===== src/rtl/pipe_pkg.sv =====
// Shared types and width constants for the pipeline stage register.
// Included by pipe_stage_reg and its storage slot.
package pipe_pkg;

    typedef enum logic [1:0] {
        EMPTY = 2'd0,
        ONE   = 2'd1,
        TWO   = 2'd2
    } state_e;

    localparam int unsigned PERF_CNT_W   = 32;

    localparam int unsigned EXMEM_CTRL_W = 8;
    localparam int unsigned EXMEM_DATA_W = 101;
    localparam int unsigned MEMWB_CTRL_W = 8;
    localparam int unsigned MEMWB_DATA_W = 69;

endpackage


===== src/rtl/pipe_slot.sv =====
// One control+data storage entry of the stage register.
// clr_ctrl wins over load so a flushed beat never shows its control bits.
module pipe_slot
    import pipe_pkg::*;
#(
    parameter int unsigned CTRL_W = EXMEM_CTRL_W,
    parameter int unsigned DATA_W = EXMEM_DATA_W
) (
    input  logic              clk,
    input  logic              rst,
    input  logic              load,
    input  logic              clr_ctrl,
    input  logic [CTRL_W-1:0] in_ctrl,
    input  logic [DATA_W-1:0] in_data,
    output logic [CTRL_W-1:0] ctrl,
    output logic [DATA_W-1:0] data
);

    logic [CTRL_W-1:0] ctrl_q, ctrl_d;
    logic [DATA_W-1:0] data_q, data_d;

    always_comb begin
        ctrl_d = ctrl_q;
        data_d = data_q;
        if (load) begin
            ctrl_d = in_ctrl;
            data_d = in_data;
        end
        if (clr_ctrl) begin
            ctrl_d = '0;
        end
    end

    always_ff @(posedge clk or negedge rst) begin
        if (!rst) begin
            ctrl_q <= '0;
            data_q <= '0;
        end else begin
            ctrl_q <= ctrl_d;
            data_q <= data_d;
        end
    end

    assign ctrl = ctrl_q;
    assign data = data_q;

endmodule


===== src/rtl/pipe_stage_reg.sv =====
// Valid/ready pipeline stage register with optional two-entry skid buffer.
// Optional stall counter: define PIPE_PERF_CNT_EN to add the stall_cnt port.
module pipe_stage_reg
    import pipe_pkg::*;
#(
    parameter int unsigned CTRL_W = EXMEM_CTRL_W,
    parameter int unsigned DATA_W = EXMEM_DATA_W,
    parameter bit          SKID   = 1'b1
) (
    input  logic              clk,
    input  logic              rst,
    input  logic              flush,
    input  logic              in_valid,
    output logic              in_ready,
    input  logic [CTRL_W-1:0] in_ctrl,
    input  logic [DATA_W-1:0] in_data,
    output logic              out_valid,
    input  logic              out_ready,
    output logic [CTRL_W-1:0] out_ctrl,
    output logic [DATA_W-1:0] out_data
`ifdef PIPE_PERF_CNT_EN
    ,
    output logic [PERF_CNT_W-1:0] stall_cnt
`endif
);

    state_e state_q, state_d;

    logic in_fire, out_fire;
    logic main_load, main_clr, skid_load;
    logic [CTRL_W-1:0] main_src_ctrl, main_ctrl, skid_ctrl;
    logic [DATA_W-1:0] main_src_data, main_data, skid_data;

    assign in_fire  = in_valid & in_ready;
    assign out_fire = out_valid & out_ready;

    always_ff @(posedge clk or negedge rst) begin
        if (!rst) begin
            state_q <= EMPTY;
        end else begin
            state_q <= state_d;
        end
    end

    always_comb begin
        state_d = state_q;
        unique case (state_q)
            EMPTY: if (in_fire) state_d = ONE;
            ONE: begin
                if (SKID && in_fire && !out_fire) begin
                    state_d = TWO;
                end else if (!in_fire && out_fire) begin
                    state_d = EMPTY;
                end
            end
            TWO: if (out_fire) state_d = ONE;
            default: state_d = EMPTY;
        endcase
        if (flush) begin
            state_d = EMPTY;
        end
    end

    always_comb begin
        out_valid = (state_q != EMPTY);
        if (SKID) begin
            in_ready = (state_q != TWO);
        end else begin
            in_ready = !out_valid | out_ready;
        end
    end

    // Main refills from skid when draining TWO, otherwise from upstream.
    always_comb begin
        main_load = 1'b0;
        unique case (state_q)
            EMPTY:   main_load = in_fire;
            ONE:     main_load = in_fire & out_fire;
            TWO:     main_load = out_fire;
            default: main_load = 1'b0;
        endcase
        main_load = main_load & !flush;
        main_clr  = flush | (state_d == EMPTY);
        skid_load = SKID && (state_q == ONE) && in_fire
                    && !out_fire && !flush;
        main_src_ctrl = (state_q == TWO) ? skid_ctrl : in_ctrl;
        main_src_data = (state_q == TWO) ? skid_data : in_data;
    end

    pipe_slot #(
        .CTRL_W (CTRL_W),
        .DATA_W (DATA_W)
    ) u_main (
        .clk      (clk),
        .rst      (rst),
        .load     (main_load),
        .clr_ctrl (main_clr),
        .in_ctrl  (main_src_ctrl),
        .in_data  (main_src_data),
        .ctrl     (main_ctrl),
        .data     (main_data)
    );

    if (SKID) begin : g_skid
        pipe_slot #(
            .CTRL_W (CTRL_W),
            .DATA_W (DATA_W)
        ) u_skid (
            .clk      (clk),
            .rst      (rst),
            .load     (skid_load),
            .clr_ctrl (flush),
            .in_ctrl  (in_ctrl),
            .in_data  (in_data),
            .ctrl     (skid_ctrl),
            .data     (skid_data)
        );
    end else begin : g_no_skid
        assign skid_ctrl = '0;
        assign skid_data = '0;
    end

    assign out_ctrl = main_ctrl;
    assign out_data = main_data;

`ifdef PIPE_PERF_CNT_EN
    logic [PERF_CNT_W-1:0] cnt_q, cnt_d;

    always_comb begin
        cnt_d = cnt_q;
        if (out_valid && !out_ready && (cnt_q != '1)) begin
            cnt_d = cnt_q + 1'b1;
        end
    end

    always_ff @(posedge clk or negedge rst) begin
        if (!rst) begin
            cnt_q <= '0;
        end else begin
            cnt_q <= cnt_d;
        end
    end

    assign stall_cnt = cnt_q;
`endif

endmodule


===== config.mk =====
export PLATFORM = sky130hd
export DESIGN_NAME = pipe_stage_reg
export DESIGN_NICKNAME = d
export VERILOG_FILES = /design/src/rtl/pipe_pkg.sv /design/src/rtl/pipe_slot.sv /design/src/rtl/pipe_stage_reg.sv
export SDC_FILE = /design/constraint.sdc
export NUM_CORES = 1
export LEC_CHECK = 0
export CORE_MARGIN = 10
export CORE_UTILIZATION = 50
export CTS_CLUSTER_DIAMETER = 40
export CTS_CLUSTER_SIZE = 14
export DETAILED_ROUTE_END_ITERATION = 10
export PLACE_DENSITY = 0.87
export RECOVER_POWER = 100
export SYNTH_ARGS = -nofsm -noshare
export SYNTH_HDL_FRONTEND = slang
export SYNTH_SLANG_ARGS = --single-unit

===== constraint.sdc =====
create_clock -name clk -period 3.88 [get_ports clk]
set_clock_uncertainty 0.1 [all_clocks]
set_input_delay 0.97 -clock clk [delete_from_list [all_inputs] [get_ports clk]]
set_output_delay 0.97 -clock clk [all_outputs]
set_load 0.02 [all_outputs]

## After elaboration in Yosys (flattened, before gate mapping)

Index checks and enable logic that the tools add are counted.

| word-level totals | value |
|---|---|
| input bits | 114 |
| output and inout port bits | 111 |
| flip-flop bits (word level) | 220 |
| word-level logic and storage cells | 39 |

| operators by class | value |
|---|---|
| reductions and logical operators | 13 |
| bitwise logic cells | 5 |
| mux-type cells | 13 |
| equal/unequal tests | 3 |

Operators with widths:

| cell | number |
|---|---|
| 101-bit 2-to-1 mux | 1 |
| 8-bit 2-to-1 mux | 5 |
| 2-bit 2-to-1 mux | 5 |
| 2-bit one-hot mux with 3 select lines | 1 |
| 2-bit nonzero test | 3 |
| 1-bit logical AND | 5 |
| 1-bit AND | 4 |
| 2-bit logical NOT | 2 |
| 1-bit logical NOT | 3 |
| 1-bit one-hot mux with 3 select lines | 1 |
| 2-bit by 1-bit == test with 1-bit output (second input constant) | 1 |
| 2-bit == test (second input constant) | 1 |
| 2-bit != test (second input constant) | 1 |
| 1-bit bitwise OR | 1 |

## Depth between registers and ports, before layout

| logic depth | value |
|---|---|
| depth after elaboration | 11 |
| depth in mapped cells | 8 |
| gate-level depth less buffers | 4 |

## Modules after synthesis

Synthesis repeated with hierarchy kept, for this count alone.

| second synthesis, totals | value |
|---|---|
| cells, all modules | 619 |
| area, all modules | 9,646.8 µm² |

Modules (own cells, without submodules):

| module | seq. area each (µm²) | cells an instance | times used | area each (µm²) |
|---|---|---|---|---|
| pipe_slot | 2,727.6 | 239 | 2 | 4,065.1 |
| pipe_stage_reg | 50.0 | 141 | 1 | 1,516.5 |

## Least setup slack after synthesis

Ideal clock, no wire load.

| timing | value |
|---|---|
| path kind | input -> register |
| start point | input port flush |
| end point | register g_skid.u_skid.data_q[10] (netlist: g_skid.u_skid.data[10]) |
| path buffers | 4 |
| stages on the path | 7 |
| required time | 3.663 ns |
| arrival | 2.016 ns |
| path slack | 1.648 ns |
| setup time | 0.117 ns |
| cell sequence | buf_2 -> buf_6 -> or3_1 -> buf_6 -> buf_6 -> nand2_1 -> nand2_1 |

| between the ends | value |
|---|---|
| cells in the longest elaborated chain, start to end | 2 |

Ends and longest elaborated chain:

| item | line | RTL |
|---|---|---|
| start, declared | pipe_stage_reg.sv:12 | `input logic flush,` |
| 1-bit logical NOT | pipe_stage_reg.sv:85 | `&& !out_fire && !flush;` |
| 1-bit logical AND | pipe_stage_reg.sv:85 |  |
| end signal, assigned | pipe_slot.sv:40 | `data_q <= data_d;` |
| end, declared | pipe_slot.sv:20 | `logic [DATA_W-1:0] data_q, data_d;` |

Every way passes these cells.
A chain may end at the register's enable or synchronous reset.

## Final worst setup path

| timing | value |
|---|---|
| start point | input port out_ready |
| end point | register u_main.data_q[15] (netlist: u_main.data[15]) |

| between the ends | value |
|---|---|
| cells in the longest elaborated chain, start to end | 4 |

Ends and longest elaborated chain:

| item | line | RTL |
|---|---|---|
| start, declared | pipe_stage_reg.sv:18 | `input logic out_ready,` |
| 1-bit AND (*) | pipe_stage_reg.sv:35 | `assign out_fire = out_valid & out_ready;` |
| 1-bit AND | pipe_stage_reg.sv:78 | `ONE: main_load = in_fire & out_fire;` |
| 1-bit one-hot mux with 3 select lines (*) | pipe_stage_reg.sv:76 | `unique case (state_q)` |
| 1-bit AND (*) | pipe_stage_reg.sv:82 | `main_load = main_load & !flush;` |
| end signal, assigned | pipe_slot.sv:40 |  |
| end, declared | pipe_slot.sv:20 |  |

Mark *: on every way between the ends. The rest lies on a longest branch, timed or not.

==> impl_metrics.json <==
{
  "status": "complete, but fails checks",
  "violations": "capacitance limit, slew limit",
  "cts_tree": "built",
  "leakage_nw": 5.88,
  "synthCells": 961,
  "drt-vias-per-instance": 5.39,
  "htree_num_levels": 2,
  "postCtsSetupBuffers": 0,
  "vias": 7819,
  "setup_viol": 0,
  "fillers": 1473,
  "synth_area_leaders": "dfrtp_1 56%, nand2_1 12%, mux2i_1 10%",
  "drt-wirelength-per-cell_um": 18.5,
  "ys_seq_elements": 220,
  "start_util_pct": 50.4,
  "yosys-top-cells-count": "305 x nand2_1, 220 x dfrtp_1, 181 x o21ai_1, 101 x mux2i_1, 41 x buf_6",
  "power_density_nw_per_um2": 575,
  "yosysSeqAreaShare_pct": 56.5,
  "grt_pass1_vias": 8206,
  "relSlewSlack_pct": -44.2,
  "tightest_slew_ns": 2.16,
  "die_area_um2": 25500,
  "grt_pass1_wl_um": 43800,
  "yosysUniqueCellTypes": 32,
  "cts_root_buf": "clkbuf_16",
  "cp_cell_sequence": "dlygate4sd3_1 > nor2b_1 > o21ai_0 > nand2b_4 > buf_4 > o21ai_0",
  "rsz0062_at_grt": "no",
  "rows": 51,
  "synth_edf_count": 0,
  "drt_iter0_drc": 416,
  "cp.required_ns": 4.16,
  "diodes": 0,
  "crit_family": "buffers and inverters",
  "cpMostUsedCell": "o21ai_0",
  "p_total_w": 0.00748,
  "cap_violations": 1,
  "drive_gt1_share_pct": 6.83,
  "io_pins": 225,
  "clk_latency_ns": 0.50,
  "drv_slew": 82,
  "fin_crit_sh_pct": 83.8,
  "yosys_warnings": 0,
  "die_w_um": 160,
  "yosysTopAreaCellShare_pct": 56.5,
  "cts_buffers": 34,
  "grtUsageTotal_pct": 20.6,
  "fin_nets": 1275,
  "ys.flop_type": "dfrtp_1",
  "clock_sinks": 220,
  "critPathLaunchType": "input pin",
  "crit_type": "in2reg",
  "tns_ns": 0,
  "antenna_found_initial": 1,
  "hold_viol": 0,
  "crit_slowest_cell": "o21ai_0",
  "dieHeight_um": 160,
  "cts_buffer_depth": 3,
  "crit_buf_inv": 2,
  "postRouteAntennaNets": 0,
  "dp_hpwl_um": 16600,
  "cts.clk_slew.worst_paths_ns": 0.05,
  "crit_path_end_kind": "register",
  "synth_area_um2": 9750,
  "period_minus_slack_ns": 3.25,
  "port-buffer-count": 224,
  "cts_resized": 0,
  "synth_top_area_cell": "dfrtp_1",
  "crit_fanout": 56,
  "dr.pass1.iters": 5,
  "grt_max_degree": 110,
  "yosysMostFrequentCell": "nand2_1",
  "place.gp.congestion": 0.810,
  "syn_avg_cell_area_um2": 10.1,
  "core_um2": 19300,
  "peakVddDrop_uv": 355,
  "grt-ovfl-total": 0,
  "hold_path.class": "reg2reg",
  "async_reset_ff_share_pct": 100,
  "max_freq_mhz": 308,
  "critPathMaxStageDelay_ns": 0.89,
  "syn-num-nets": 1075,
  "wl_um": 26900,
  "syn2layout_area_growth_pct": 33.4,
  "hold_buffers": 0,
  "drc_errors": 0,
  "worstPathArrival_ns": 3.54
}
==> flip-flops by register name (all words and copies together) (netlist names) <==
name,count
g_skid.u_skid.ctrl,8
u_main.data,101
state_q,2
u_main.ctrl,8
g_skid.u_skid.data,101
==> kinds of logic after synthesis <==
| family | after synthesis | synth area share, % |
|---|---|---|
| flops | 220 | 56.5 |
| xor+xnor | 1 | 0.0899 |
| simple gates | 343 | 14.5 |
| mux | 101 | 10.4 |
| buf+inv | 72 | 6.28 |
| compound gates | 224 | 12.3 |
==> worst min-delay path, delay by kind of cell (launching register included) <==
| kind | cells | cell delay (ns) |
|---|---|---|
| AND/OR/NAND/NOR | 2 | 0.10 |
| flip-flops | 1 | 0.33 |
==> per-stage QoR <==
stage	utilization, %	instance area (µm²)	cells	hold WS, ns	setup slack (ns)
finish	67.3	13000	1451	0.370	0.630
global placement	61.6	11900	1390	0.356	0.846
floorplan	-	9750	961	0.344	1.65
global route	67.3	13000	1451	0.394	0.407
CTS	67.6	13100	1451	0.375	0.840
detailed placement	61.6	11900	1390	0.362	0.772
==> where the power goes <==
part | switching, W | internal [W]
Combinational | 0.000786 | 0.000603
Clock | 0.00111 | 0.00195
Sequential | 0.000254 | 0.00276
Total | 0.00215 | 0.00532
==> path summary, 6_finish.rpt <==
check / depth (start not counted) / start / slack (ns) / to
worst max-delay path: 6 / out_ready / 0.63 / u_main.data[15]
worst min-delay path: 2 / g_skid.u_skid.data[78] / 0.37 / g_skid.u_skid.data[78]
worst max register to register: 4 / state_q[1] / 1.39 / g_skid.u_skid.ctrl[7]
worst min register to register: 2 / g_skid.u_skid.data[78] / 0.37 / g_skid.u_skid.data[78]
max in group asynchronous: 2 / rst / 1.05 / u_main.data[92]
min in group asynchronous: 1 / rst / 1.02 / u_main.data[4]
==> placed cells by master, fill, tap and decap left out, types with 3 or more instances in the layout <==
master / n
buf_4: 5
a22o_1: 8
inv_6: 5
o22ai_1: 4
clkbuf_8: 3
dfrtp_1: 220
clkbuf_1: 4
mux2i_1: 101
nor2_1: 15
buf_12: 5
nand2b_1: 5
nor3_1: 5
dlygate4sd3_1: 113
clkbuf_16: 37
o21ai_1: 96
clkdlybuf4s50_1: 109
o21ai_0: 107
clkinvlp_4: 3
o32ai_1: 4
inv_8: 3
nand2_1: 305
==> routing by layer <==
metal	share of wire [%]	track usage, %
met1	41	25.4
met2	48	34.0
met3	8.3	6.48
met4	2.6	6.57
met5	0.056	0
==> area by class of cell <==
type	instances	area, µm²	share of cell area, %
clock buffers	44	982	7.55
clock inverters	17	188	1.44
inverters	1	3.75	0.0289
multi-input cells	669	3620	27.8
flip-flops and latches	220	5510	42.3
well taps	265	332	2.55
repair buffers	235	2380	18.3
No activity file was read; power rests on OpenSTA's default activity.
